## config.mk

```make
export PLATFORM = sky130hd
export DESIGN_NAME = diffaddmul_dispatch
export DESIGN_NICKNAME = d
export VERILOG_FILES = /design/src/rtl/diffaddmul_dispatch.sv
export SDC_FILE = /design/constraint.sdc
export NUM_CORES = 1
export LEC_CHECK = 0
export ABC_AREA = 0
export CAP_MARGIN = 20
export CELL_PAD_IN_SITES_DETAIL_PLACEMENT = 0
export CELL_PAD_IN_SITES_GLOBAL_PLACEMENT = 1
export CORE_MARGIN = 5
export CORE_UTILIZATION = 45
export DETAILED_ROUTE_END_ITERATION = 10
export PLACE_DENSITY = 0.92
export SLEW_MARGIN = 40
export SYNTH_ARGS = -nofsm -noshare
export SYNTH_HDL_FRONTEND = slang
export SYNTH_SLANG_ARGS = --single-unit
```

## constraint.sdc

```tcl
create_clock -name clk -period 6.65 [get_ports clk]
set_input_delay 0.665 -clock clk [delete_from_list [all_inputs] [get_ports clk]]
set_output_delay 0.665 -clock clk [all_outputs]
set_load 0.01 [all_outputs]
```

## src/rtl/diffaddmul_dispatch.sv

```systemverilog
// diffaddmul_dispatch
//   Receiving end of the subtract stage in the DiffAddMul datapath. Each
//   accepted packet is steered by a one-hot select into one of three
//   independently buffered channels: neg, add and mul. Because every channel
//   has its own FIFO, a stalled consumer only blocks packets aimed at it.
// Ports
//   clk, reset            rising-edge clock, synchronous active-high reset
//   in_valid/in_ready     upstream handshake; in_ready depends only on
//                         in_sel and registered occupancy
//   in_pcl1 [16:0]        {diff, k, op}; the same diff/k also travel in in_pcl2
//   in_pcl2 [15:0]        {diff, k}
//   in_sel  [2:0]         one-hot: 001 neg, 010 add, 100 mul
//   neg_valid/ready/data  neg channel head, data = two's-complement negate of diff
//   add_valid/ready/data  add channel head, data = {diff, k}
//   mul_valid/ready/data  mul channel head, data = {diff, k}
//   pkt_cnt               packets written into any FIFO, wraps
//   err_sel               sticky: a non-one-hot packet was accepted and dropped
module diffaddmul_dispatch #(
  parameter int DEPTH = 2,
  parameter int CNTW  = 16
) (
  input  logic            clk,
  input  logic            reset,
  input  logic            in_valid,
  output logic            in_ready,
  input  logic [16:0]     in_pcl1,
  input  logic [15:0]     in_pcl2,
  input  logic [2:0]      in_sel,
  output logic            neg_valid,
  input  logic            neg_ready,
  output logic [7:0]      neg_data,
  output logic            add_valid,
  input  logic            add_ready,
  output logic [15:0]     add_data,
  output logic            mul_valid,
  input  logic            mul_ready,
  output logic [15:0]     mul_data,
  output logic [CNTW-1:0] pkt_cnt,
  output logic            err_sel
);

  localparam int AW = (DEPTH > 1) ? $clog2(DEPTH) : 1;
  localparam logic [AW:0] DEPTH_C = DEPTH[AW:0];

  logic [2:0]  full;
  logic [2:0]  push;
  logic [2:0]  pop;
  logic [2:0]  cons_ready;
  logic [2:0]  head_valid;
  logic [15:0] push_data [3];
  logic [15:0] head_data [3];
  logic [7:0]  neg_mag;
  logic        sel_ok;
  logic        accept;

  assign sel_ok     = (in_sel == 3'b001) || (in_sel == 3'b010) || (in_sel == 3'b100);
  assign cons_ready = {mul_ready, add_ready, neg_ready};

  // A bad select is always taken (and dropped) so upstream never deadlocks.
  // The full check uses registered occupancy only: a same-cycle pop does not
  // open a slot, which keeps in_ready free of any consumer-ready path.
  assign in_ready = sel_ok ? |(in_sel & ~full) : 1'b1;
  assign accept   = in_valid && in_ready;
  assign push     = (accept && sel_ok) ? in_sel : 3'b000;

  assign neg_mag      = ~in_pcl2[15:8] + 8'd1;
  assign push_data[0] = {8'h00, neg_mag};
  assign push_data[1] = in_pcl2;
  assign push_data[2] = in_pcl2;

  genvar gi;
  generate
    for (gi = 0; gi < 3; gi++) begin : g_chan
      logic [15:0]   mem [DEPTH];
      logic [AW-1:0] rd_ptr_reg;
      logic [AW-1:0] wr_ptr_reg;
      logic [AW-1:0] rd_ptr_next;
      logic [AW:0]   count_reg;
      logic [AW:0]   kept;
      logic [AW:0]   count_next;
      logic [15:0]   data_reg;
      logic          valid_reg;

      assign pop[gi]  = valid_reg && cons_ready[gi];
      assign full[gi] = (count_reg == DEPTH_C);

      assign rd_ptr_next = rd_ptr_reg + AW'(pop[gi]);
      assign kept        = count_reg - (AW+1)'(pop[gi]);
      assign count_next  = kept + (AW+1)'(push[gi]);

      always_ff @(posedge clk) begin
        if (push[gi]) begin
          mem[wr_ptr_reg] <= push_data[gi];
        end
      end

      // The head is a register of its own. If nothing older survives this
      // cycle's pop, the new head is the word being pushed; otherwise it is
      // an entry already stored at the advanced read pointer. When the FIFO
      // drains, data_reg keeps its last value.
      always_ff @(posedge clk) begin
        if (reset) begin
          rd_ptr_reg <= '0;
          wr_ptr_reg <= '0;
          count_reg  <= '0;
          data_reg   <= '0;
          valid_reg  <= 1'b0;
        end else begin
          wr_ptr_reg <= wr_ptr_reg + AW'(push[gi]);
          rd_ptr_reg <= rd_ptr_next;
          count_reg  <= count_next;
          valid_reg  <= (count_next != '0);
          if (count_next != '0) begin
            data_reg <= (kept == '0) ? push_data[gi] : mem[rd_ptr_next];
          end
        end
      end

      assign head_valid[gi] = valid_reg;
      assign head_data[gi]  = data_reg;
    end
  endgenerate

  assign neg_valid = head_valid[0];
  assign neg_data  = head_data[0][7:0];
  assign add_valid = head_valid[1];
  assign add_data  = head_data[1];
  assign mul_valid = head_valid[2];
  assign mul_data  = head_data[2];

  // in_pcl1 duplicates diff/k from in_pcl2; op is not needed by the dispatcher.
  logic unused_bits;
  assign unused_bits = ^{in_pcl1, head_data[0][15:8]};

  always_ff @(posedge clk) begin
    if (reset) begin
      pkt_cnt <= '0;
      err_sel <= 1'b0;
    end else begin
      if (push != 3'b000) begin
        pkt_cnt <= pkt_cnt + 1'b1;
      end
      if (accept && !sel_ok) begin
        err_sel <= 1'b1;
      end
    end
  end

endmodule

```

==> flow_summary.json, run 1 <==
{
  "nNetsFinal": 646,
  "port_buffers": 85,
  "setup_viol": 0,
  "clk_pin_slew_ns": 0.06,
  "syn_inst": 515,
  "finalSetupTns_ns": 0,
  "place_inst": 756,
  "hpwl_microns": 8770,
  "synth_seq_cells": 152,
  "initial_core_util_pct": 45.4,
  "clock-sinks": 152,
  "arrival_ns": 3.48,
  "clk_path_buf_depth": 2,
  "die_y_microns": 128,
  "hold_violations": 0,
  "synth_xor_area_share_pct": 4.18,
  "syn2layout_area_growth_pct": 25.1,
  "routed.top_layer": "met4",
  "ys_types": 56,
  "yosys.area_share.adder_pct": 1.60,
  "grt_max_degree": 43,
  "gp_congestion": 0.786,
  "pre_cts_slack_ns": 3.15,
  "top_register": "g_chan.mem",
  "end_kind": "flip-flop",
  "final_area_sq_mm": 0.00783,
  "mostFrequentLayoutCells": "85 x clkdlybuf4s50_1, 80 x edfxtp_1, 72 x dfxtp_1, 64 x nor2_1, 46 x a21oi_1",
  "first_global_vias": 4299,
  "crit_type": "input port to flip-flop",
  "critPathRequiredTime_ns": 7.02,
  "rows": 43,
  "fmax_ghz": 0.321,
  "drive_gt1_share_pct": 8.54,
  "drt_iter0_markers": 231,
  "holdBufCountCts": 0,
  "clk_latency_ns": 0.42,
  "rsz0062_at_grt": "false",
  "wl_microns": 13400,
  "dieWidth_microns": 128,
  "synth_top_area_share_pct": 38.4,
  "cts-root-buf": "clkbuf_16",
  "gr-total-overflow": 0,
  "worst_pin_slew_ns": 0.834,
  "grt_usage_pct": 17.0,
  "final.setup_skew_ns": 0.00941,
  "postRouteAntennaNets": 0,
  "syn_area_sq_mm": 0.00626,
  "outcome": "completed",
  "whs_path_depth": 2,
  "ys_top_cells_by_area": "edfxtp_1 38%, dfxtp_1 23%, mux2i_1 6.6%, a22o_1 4.5%, nor2_1 3.8%",
  "min_period_over_period_pct": 46.8,
  "reg2regPathDepth": 7,
  "dieArea_sq_mm": 0.0164,
  "wirelength_met1_microns": 5560,
  "viasPerCell": 5.35,
  "finalWorstPathRequiredPeriod_ns": 3.11,
  "wire_per_inst_microns": 17.0,
  "irDropWorstVdd_uv": 232,
  "worst_slack_ns": 3.54,
  "largest_reg_flops": 80,
  "final_max_slew_viol_count": 0,
  "wl_met3_microns": 795,
  "hold_class": "flip-flop to flip-flop",
  "power_density_mw_per_mm2": 411,
  "placedInstanceArea_sq_mm": 0.00722,
  "relSlewSlack_pct": 44.1,
  "cts_tree": "built",
  "antenna_found_initial": 0,
  "synth-simple-area-share_pct": 10.2,
  "wl_met2_microns": 6790,
  "antennaDiodeCount": 0,
  "cap_violations": 0,
  "drt-pass1-iter-count": 4,
  "instances_no_fill": 789,
  "vias": 4221,
  "grt_pass1_wl_microns": 21500,
  "synthArstFlopShare_pct": 0,
  "syn_avg_cell_area_sq_um": 12.1,
  "io_pins": 103,
  "syn_nets": 565,
  "post_cts_buffers": 0,
  "fill_cells": 1142,
  "muxShareOfSynthArea_pct": 7.16,
  "synth_ff_type": "edfxtp_1",
  "yosysTopAreaCell": "edfxtp_1",
  "cp_max_fo": 33,
  "ys_seq_area_share_pct": 61.4,
  "cts_inserted_buffers": 17,
  "layout.cells.most_common": "clkdlybuf4s50_1",
  "drc": 0,
  "synth_warnings": 0,
  "synth-edff-count": 80,
  "startpoint_type": "input port",
  "cts-htree-levels": 4,
  "core_sq_mm": 0.0138,
  "ctsResizeCount": 0,
  "p_leak_nw": 2.99,
  "synth_compound_area_share_pct": 11.9,
  "synth_top_family_by_area": "compound AO/OA/AOI/OAI gates",
  "timing.hold.ws_ns": 0.461
}
## per-stage QoR
| stage | utilization [%] | power, mW |
|---|---|---|
| after detailed placement | 52.4 | 2.27 |
| after global routing | 56.8 | 3.39 |
| after global placement | 52.3 | 2.23 |
| after CTS | 56.8 | 3.25 |
| after floorplan | - | 1.88 |
| final | 56.8 | 3.22 |
## cell type report
cell class                 count  area [sq um]  share of cell area [%]
sequential                   152          3840                    49.1
multi-input combinational    318          2200                    28.1
clock inverter                 9           113                    1.44
tap                          180           225                    2.88
inverter                      16          60.1                   0.767
timing repair buffer          91           893                    11.4
clock buffer                  23           489                    6.25
## routing by layer
metal | global-route usage, % | up-vias
met2 | 29.0 | 119
met4 | 6.62 | 0
li1 | - | 2035
met1 | 20.1 | 2046
met5 | 0 | -
met3 | 5.13 | 21
## critical path, cell delays in order
cell             delay (ns)
clkdlybuf4s50_1        0.39
and2_0                 0.21
ha_1                   0.23
xnor2_1                0.32
nand2_2                0.43
o22ai_1                0.32
nor2b_2                0.65
a22o_1                 0.26
## cells in the mapped netlist, types with 3 or more instances
master	number
or3_1	5
nand3b_1	3
dfxtp_1	72
ha_1	8
mux2i_1	41
a21oi_1	46
a211o_1	6
nand2b_1	3
a22o_1	32
buf_6	3
nand2_1	17
inv_1	16
buf_4	5
edfxtp_1	80
xnor2_1	10
o21ai_0	8
clkbuf_1	12
and2_1	5
o211ai_1	6
nand4_1	4
xor2_1	13
o22ai_1	3
nand3_1	3
buf_2	7
and3_1	5
nor2_1	64
## report_power, final
group	switching, mW	internal (mW)	total, mW
combinational	0.532	0.496	1.03
clock	0.373	0.597	0.970
sequential	0.0818	1.14	1.22
total	0.987	2.23	3.22
## logic make-up after synthesis
group                      after synthesis
buffers and inverters                   45
xor gates and xnor gates                26
and+or+nand+nor                        129
AOI/OAI and AO/OA                      111
muxes                                   44
adders and majority gates                8
DFF                                    152
## path summary, 6_finish.rpt
kind | startpoint | to | slack, ns
max | add_ready | add_data[6]$_SDFFE_PP0P_ | 3.54
min reg2reg | g_chan[0].data_reg[1]$_SDFFE_PP0P_ | g_chan[0].data_reg[1]$_SDFFE_PP0P_ | 0.46
min | g_chan[0].data_reg[1]$_SDFFE_PP0P_ | g_chan[0].data_reg[1]$_SDFFE_PP0P_ | 0.46
max reg2reg | add_valid$_SDFF_PP0_ | add_data[6]$_SDFFE_PP0P_ | 3.85
Note: power is estimated with default switching activity, not from simulation.
==> inputs of run 2 (changes only) <==
--- a/config.mk
+++ b/config.mk
@@ -10,9 +10,9 @@
 export CELL_PAD_IN_SITES_DETAIL_PLACEMENT = 0
 export CELL_PAD_IN_SITES_GLOBAL_PLACEMENT = 1
 export CORE_MARGIN = 5
-export CORE_UTILIZATION = 45
+export CORE_UTILIZATION = 42
 export DETAILED_ROUTE_END_ITERATION = 10
-export PLACE_DENSITY = 0.92
+export PLACE_DENSITY = 0.88
 export SLEW_MARGIN = 40
 export SYNTH_ARGS = -nofsm -noshare
 export SYNTH_HDL_FRONTEND = slang
==> constraint.sdc (replaced) <==
create_clock -name clk -period 3 [get_ports clk]
set_input_delay 0.3 -clock clk [delete_from_list [all_inputs] [get_ports clk]]
set_output_delay 0.3 -clock clk [all_outputs]
set_load 0.01 [all_outputs]
==> flow_summary.json, run 2 (synthesis results as in run 1) <==
{
  "drt_iter0_markers": 265,
  "ctsResizeCount": 0,
  "clk_path_buf_depth": 2,
  "min_period_over_period_pct": 74.6,
  "wirelength_met1_microns": 5920,
  "mostFrequentLayoutCells": "85 x clkdlybuf4s50_1, 80 x edfxtp_1, 72 x dfxtp_1, 64 x nor2_1, 46 x a21oi_1",
  "fmax_ghz": 0.447,
  "setup_viol": 0,
  "relSlewSlack_pct": 50.3,
  "rsz0062_at_grt": "false",
  "clock-sinks": 152,
  "initial_core_util_pct": 42.9,
  "cts-root-buf": "clkbuf_16",
  "syn2layout_area_growth_pct": 25.9,
  "outcome": "completed",
  "hold_violations": 0,
  "drc": 0,
  "drt-pass1-iter-count": 5,
  "grt_max_degree": 33,
  "utilization_pct": 54.0,
  "wire_per_inst_microns": 16.6,
  "critPathRequiredTime_ns": 2.70,
  "grt_usage_pct": 15.7,
  "layout.cells.most_common": "clkdlybuf4s50_1",
  "dieArea_sq_mm": 0.0174,
  "clk_pin_slew_ns": 0.06,
  "post_cts_buffers": 0,
  "irDropWorstVdd_uv": 505,
  "critPathTopFamily": "buffers and inverters",
  "wl_met3_microns": 826,
  "dieWidth_microns": 132,
  "die_y_microns": 132,
  "fill_cells": 1225,
  "io_pins": 103,
  "viasPerCell": 5.21,
  "hold_class": "flip-flop to flip-flop",
  "core_sq_mm": 0.0146,
  "cts_tree": "built",
  "worst-path-buf-inv": 3,
  "crit_type": "input port to output pin",
  "port_buffers": 85,
  "cp_max_fo": 9,
  "path_cells": "clkdlybuf4s50_1 > inv_1 > nand3_1 > o22ai_1 > nand2_1 > clkdlybuf4s50_1",
  "cp_slowest_cell": "clkdlybuf4s50_1",
  "hpwl_microns": 9020,
  "cap_violations": 0,
  "startpoint_type": "input port",
  "finalSetupTns_ns": 0,
  "holdBufCountCts": 0,
  "vias": 4207,
  "wl_met2_microns": 6420,
  "worst_pin_slew_ns": 0.745,
  "crit_top_cell": "clkdlybuf4s50_1",
  "gp_congestion": 0.798,
  "p_leak_nw": 3.03,
  "end_kind": "output pin",
  "antenna_found_initial": 0,
  "final_max_slew_viol_count": 0,
  "antennaDiodeCount": 0,
  "first_global_vias": 4352,
  "nNetsFinal": 660,
  "arrival_ns": 1.94,
  "cts-htree-levels": 4,
  "power_density_mw_per_mm2": 889,
  "timing.hold.ws_ns": 0.460,
  "cts_inserted_buffers": 17,
  "grt_pass1_wl_microns": 21900,
  "place_inst": 774,
  "clk_latency_ns": 0.43,
  "routed.top_layer": "met4",
  "final.setup_skew_ns": 0.0113,
  "instances_no_fill": 807,
  "critPathMaxStageDelay_ns": 0.67,
  "power_mw": 7.00,
  "rows": 44,
  "gr-total-overflow": 0,
  "top_register": "g_chan.mem",
  "postRouteAntennaNets": 0,
  "wl_microns": 13400,
  "largest_reg_flops": 80,
  "drive_gt1_share_pct": 10.4,
  "finalWorstPathRequiredPeriod_ns": 2.24
}
run 2: path summary, 6_finish.rpt:
path,slack [ns],to,cells after the start,start
max,0.76,in_ready,6,in_sel[0]
min,0.46,g_chan[0].data_reg[2]$_SDFFE_PP0P_,2,g_chan[0].data_reg[2]$_SDFFE_PP0P_
max reg2reg,0.84,mul_data[10]$_SDFFE_PP0P_,7,mul_valid$_SDFF_PP0_
min reg2reg,0.46,g_chan[0].data_reg[2]$_SDFFE_PP0P_,2,g_chan[0].data_reg[2]$_SDFFE_PP0P_
run 2: per-layer routing:
layer  up-vias  track usage, %
li1       2065               -
met1      2006            19.4
met2       122            25.4
met3        14            5.04
met4         0            6.11
met5         -               0
run 2: tightest hold or removal path, delay by kind of cell (launching register included):
family | cells | cell delay [ns]
AOI/OAI and AO/OA | 1 | 0.05
DFF | 1 | 0.31
and+or+nand+nor | 1 | 0.05
run 2: metrics by stage:
step	setup WS, ns	instance area [sq um]
floorplan	0.836	6260
global placement	0.507	7320
detailed placement	0.448	7320
CTS	0.772	7870
global route	0.593	7880
finish	0.762	7880
run 2: cell type report:
| class | count | area, sq um | area share (%) |
|---|---|---|---|
| clock buffers | 19 | 443 | 5.62 |
| clock inverters | 13 | 111 | 1.41 |
| inverters | 16 | 60.1 | 0.762 |
| multi-input cells | 318 | 2190 | 27.8 |
| flip-flops and latches | 152 | 3840 | 48.8 |
| well taps | 184 | 230 | 2.92 |
| repair buffers | 105 | 998 | 12.7 |
run 2: power breakdown:
part | total [mW] | internal (mW) | switching, mW
logic | 2.33 | 1.15 | 1.18
registers | 2.71 | 2.52 | 0.185
clock network | 1.97 | 1.10 | 0.867
total | 7.00 | 4.77 | 2.23
